===== config.mk =====
export PLATFORM = sky130hd
export DESIGN_NAME = mem_port_arbiter
export DESIGN_NICKNAME = d
export VERILOG_FILES = /design/src/rtl/mem_arb_pkg.sv /design/src/rtl/MUX_32_2_1.sv /design/src/rtl/mem_port_arbiter.sv
export SDC_FILE = /design/constraint.sdc
export NUM_CORES = 1
export LEC_CHECK = 0
export ABC_CLOCK_PERIOD_IN_PS = 2500
export CORE_UTILIZATION = 31
export CTS_CLUSTER_DIAMETER = 200
export CTS_CLUSTER_SIZE = 8
export DETAILED_ROUTE_END_ITERATION = 6
export GPL_TIMING_DRIVEN = 0
export PLACE_DENSITY_LB_ADDON = 0.05
export SYNTH_ARGS = -nofsm -noshare
export SYNTH_HDL_FRONTEND = slang
export SYNTH_SLANG_ARGS = --single-unit

===== constraint.sdc =====
create_clock -name clk -period 2.5 [get_ports clk]
set_input_delay 0.5 -clock clk [delete_from_list [all_inputs] [get_ports clk]]
set_output_delay 0.5 -clock clk [all_outputs]
set_load 0.05 [all_outputs]

===== src/rtl/mem_arb_pkg.sv =====
// Shared types and constants for the memory port arbiter.
package mem_arb_pkg;

  // Arbiter FSM state encoding.
  typedef enum logic [1:0] {
    StIdle  = 2'd0,
    StBusyI = 2'd1,
    StBusyD = 2'd2,
    StResp  = 2'd3
  } arb_state_e;

  // Owner / mux select encoding.
  localparam logic OwnI = 1'b0;
  localparam logic OwnD = 1'b1;

endpackage


===== src/rtl/MUX_32_2_1.sv =====
// 32-bit two-input multiplexer: Y = Sel ? B : A.
module MUX_32_2_1 (
  input  logic [31:0] A,
  input  logic [31:0] B,
  input  logic        Sel,
  output logic [31:0] Y
);

  // Pure select, no state.
  always_comb begin
    Y = Sel ? B : A;
  end

endmodule


===== src/rtl/mem_port_arbiter.sv =====
// Shares one 32-bit memory port between instruction fetch (I) and load/store (D).
// Round-robin on contention, one outstanding transaction, optional ready timeout.
module mem_port_arbiter
  import mem_arb_pkg::*;
#(
  parameter int unsigned TIMEOUT_CYCLES = 255,
  parameter int unsigned TO_W           = 8
) (
  input  logic        clk,
  input  logic        rst_n,
  input  logic        i_req,
  input  logic [31:0] i_addr,
  input  logic        d_req,
  input  logic        d_we,
  input  logic [31:0] d_addr,
  input  logic [31:0] d_wdata,
  output logic        i_ack,
  output logic        d_ack,
  output logic [31:0] resp_rdata,
  output logic        resp_err,
  output logic        mem_req,
  output logic        mem_we,
  output logic [31:0] mem_addr,
  output logic [31:0] mem_wdata,
  input  logic        mem_ready,
  input  logic [31:0] mem_rdata
);

  localparam bit              ToEn   = (TIMEOUT_CYCLES != 0);
  // Last counter value before the timeout fires; unused when the timeout is disabled.
  localparam logic [TO_W-1:0] ToLast = ToEn ? TO_W'(TIMEOUT_CYCLES - 1) : '0;

  arb_state_e      state_q, state_d;
  logic            owner_q, owner_d;  // current owner while busy, last owner otherwise
  logic [TO_W-1:0] cnt_q, cnt_d;
  logic [31:0]     rdata_q, rdata_d;
  logic            err_q, err_d;

  logic            busy;
  logic [31:0]     mux_addr;
  logic [31:0]     mux_wdata;

  // Address steering: A = fetch, B = load/store.
  MUX_32_2_1 u_addr_mux (
    .A   (i_addr),
    .B   (d_addr),
    .Sel (owner_q),
    .Y   (mux_addr)
  );

  // Write-data steering: fetch never writes, so its side is tied to zero.
  MUX_32_2_1 u_wdata_mux (
    .A   (32'h0),
    .B   (d_wdata),
    .Sel (owner_q),
    .Y   (mux_wdata)
  );

  // State, owner, timeout counter and response registers.
  always_ff @(posedge clk) begin
    if (!rst_n) begin
      state_q <= StIdle;
      owner_q <= OwnI;
      cnt_q   <= '0;
      rdata_q <= '0;
      err_q   <= 1'b0;
    end else begin
      state_q <= state_d;
      owner_q <= owner_d;
      cnt_q   <= cnt_d;
      rdata_q <= rdata_d;
      err_q   <= err_d;
    end
  end

  // Next-state: arbitration in idle, completion or timeout while busy.
  always_comb begin
    state_d = state_q;
    owner_d = owner_q;
    cnt_d   = cnt_q;
    rdata_d = rdata_q;
    err_d   = err_q;
    unique case (state_q)
      StIdle: begin
        if (i_req || d_req) begin
          if (i_req && d_req) begin
            owner_d = ~owner_q;
          end else begin
            owner_d = d_req ? OwnD : OwnI;
          end
          state_d = (owner_d == OwnD) ? StBusyD : StBusyI;
          cnt_d   = '0;
        end
      end
      StBusyI, StBusyD: begin
        if (mem_ready) begin
          // Ready wins over a timeout expiring in the same cycle.
          rdata_d = (owner_q == OwnD && d_we) ? 32'h0 : mem_rdata;
          err_d   = 1'b0;
          state_d = StResp;
        end else if (ToEn && cnt_q == ToLast) begin
          rdata_d = 32'h0;
          err_d   = 1'b1;
          state_d = StResp;
        end else begin
          cnt_d = cnt_q + 1'b1;
        end
      end
      StResp: begin
        state_d = StIdle;
      end
      default: begin
        state_d = StIdle;
      end
    endcase
  end

  // Outputs: memory side only driven while busy, ack pulses in the response state.
  always_comb begin
    busy       = (state_q == StBusyI) || (state_q == StBusyD);
    mem_req    = busy;
    mem_we     = busy && (owner_q == OwnD) && d_we;
    mem_addr   = busy ? mux_addr : 32'h0;
    mem_wdata  = busy ? mux_wdata : 32'h0;
    i_ack      = (state_q == StResp) && (owner_q == OwnI);
    d_ack      = (state_q == StResp) && (owner_q == OwnD);
    resp_rdata = rdata_q;
    resp_err   = err_q;
  end

endmodule


==> results.txt <==
Status - finished clean
Vias in the first global route - 3,234
CP startpoint kind - flop
Critical Path End Type - primary output
VDD IR max - 1.22 mV
Post-synthesis sequential element count - 44
Hold wc startpoint - resp_rdata[27]
Gr ovfl total - 0
Ranking of synthesized cells by instance count - 44 x dfxtp_1, 39 x nand2_1, 36 x mux2i_1
Layout cell share with drive strength beyond 1 - 22.0%
Final WS setup - 0.0759 ns
Register-to-register path setup slack - 0.43 ns
Fmax - 0.413 GHz
Total Power - 5.99 mW
DP HPWL - 8.75 mm
Sequential share of the synthesized area - 34.4%
Synth Net Count - 474
Critical Path AT - 1.92 ns
Max-slew headroom - 57.2%
Reg clk slew, reported paths - 0.08 ns
Cells taking the most area after synthesis - dfxtp_1 34%, mux2i_1 14%, and3_1 8.1%, a21oi_1 6.8%, o21ai_0 6.1%
Port Buffers - 233
Pins over their slew limit - 0
Crit path to - mem_wdata[14]
Cell variety after synth - 40
Dpl ws - -0.838 ns
Asr flop ratio synth - 0%
Total track usage - 23.6%
Die area - 0.00864 mm²
Power Dens Cells - 1150 mW/mm²
Fin util - 66.4%
CTS Sinks - 44
WP data required - 2.00 ns
Count leader, synth - dfxtp_1
First-pass GRT wire length - 16.0 mm
Pre-Repair DR Iteration Count - 4
H-tree levels - 2
CORE AREA - 0.00785 mm²
Number of max-cap violations - 0
RSZ-0062 raised after global routing - false
Leak - 2.10 nW
Worst-Margin Slew - 0.640 ns
DP Area - 0.00521 mm²
Final hold violation count - 0
Synth Area per Inst - 7.65 µm²
# rows - 32
Clock buffer depth - 2
Clk root buf - clkbuf_8
Total CTS buffers - 5
Synth Instances - 335
Post-CTS Hold Buffers - 0
Reg2Reg Launch Point - state_q[1]
Placed Cells - 670
Routed Antenna Nets - 0
Setup TNS Final - 0 ns
DR vias - 3,341
Fillers - 703
Finished Layout Cells - 678
# diodes - 0
Synth warn - 0
Finished Cell Area - 0.00521 mm²
Worst r2r path cells - 7
Post-synth top area cell - dfxtp_1
Endpoints failing setup - 0
Antenna violations before repair - 0
Synth Flop Type - dfxtp_1
Yosys top cell area share - 34.4%
# nets final - 714
CTS tree - done
Worst hold path class - flop to flop
Total I/O pin count - 235
Routed WL - 10.5 mm
Synth-to-Final Area Change - 103%
Largest net degree at the start of global routing - 14
Die width - 92.9 µm
DR iter-0 viols - 83
Mapped Area - 0.00256 mm²
Setup CP Type - flop to primary output
Final Critical Period - 2.42 ns
Initial Util - 32.7%
Fin crit share - 97.0%
GP Congestion - 0.830
Hold WS - 0.475 ns
Final clock skew - 0.00977 ns
RR Endpoint - resp_rdata[8]
Clk_lat worst skew - 0.29 ns
Crit path max fanout - 10
Drt drc - 0
Routed vias/inst - 4.93
Die Ht - 92.9 µm
Routed WL per cell - 15.4 µm
EDFF count, synth - 0
Setup crit start - state_q[1]
[state kept, by name (all words and copies together) (netlist names)]
| register | count |
|---|---|
| resp_rdata | 32 |
| resp_err | 1 |
| owner_q | 1 |
| state_q | 2 |
| cnt_q | 8 |
[critical path, cell delays in order, from the launching register on]
cell      delay [ns]
dfxtp_1         0.35
inv_1           0.10
ha_4            0.34
clkbuf_4        0.21
clkbuf_2        0.20
and3_1          0.18
buf_2           0.26
[layout make-up]
cell class	instances	area, µm²	share of cell area [%]
inverters	7	30.0	0.576
flip-flops and latches	44	882	16.9
well taps	102	128	2.45
repair buffers	234	2180	41.9
multi-input cells	254	1720	33.0
clock buffers	6	72.6	1.39
plain buffers	29	160	3.07
clock inverters	2	35.0	0.672
[cells in the final DEF (no fill, tap or decap), types with 3 or more instances in the layout]
cell	instances
nor2_4	20
clkbuf_4	42
o21ai_0	31
clkdlybuf4s50_1	166
clkbuf_2	6
nand2b_1	3
a21oi_1	35
nor2_2	10
buf_6	4
ha_1	4
nor2_1	3
nand3_1	4
nand2_1	39
clkbuf_1	16
buf_4	12
inv_1	5
and3_1	33
clkbuf_8	5
clkdlybuf4s15_2	5
dfxtp_1	43
mux2i_1	36
buf_2	10
[layer usage]
| layer | global-route usage, % | share of wire, % | up-vias |
|---|---|---|---|
| li1 | - | - | 1654 |
| met1 | 26.4 | 38 | 1541 |
| met2 | 43.6 | 53 | 131 |
| met3 | 6.57 | 7.3 | 15 |
| met4 | 6.03 | 1.7 | 0 |
| met5 | 0 | 0 | - |
[power breakdown]
group	internal, mW	switching [mW]	total, mW	leakage (nW)
Sequential	0.838	0.0699	0.908	0.358
Combinational	1.46	3.09	4.55	1.69
Clock	0.297	0.235	0.532	0.0552
[cell families (layout without fill, tap and decap cells)]
| logic type | count (synthesis) | count (layout) | share of synthesized area, % |
|---|---|---|---|
| simple gates | 128 | 128 | 24.9 |
| compound gates | 85 | 85 | 18.4 |
| flops | 44 | 44 | 34.4 |
| buf+inv | 37 | 278 | 5.81 |
| mux | 36 | 36 | 14.1 |
| fa+ha+maj | 5 | 5 | 2.44 |
[worst min-delay path by stage]
stage | endpoint | cells after the start
floorplan | cnt_q[7] | 2
global placement | resp_rdata[4] | 2
detailed placement | resp_rdata[20] | 2
CTS | resp_rdata[27] | 2
global route | resp_rdata[27] | 2
finish | resp_rdata[27] | 2
[timing repair]
action                     in CTS  in global routing
gates resized for setup       343                 55
setup endpoints to repair      67                 65
setup buffers                   1                  0
cloned                          0                  0
No activity file was read; power rests on OpenSTA's default activity.
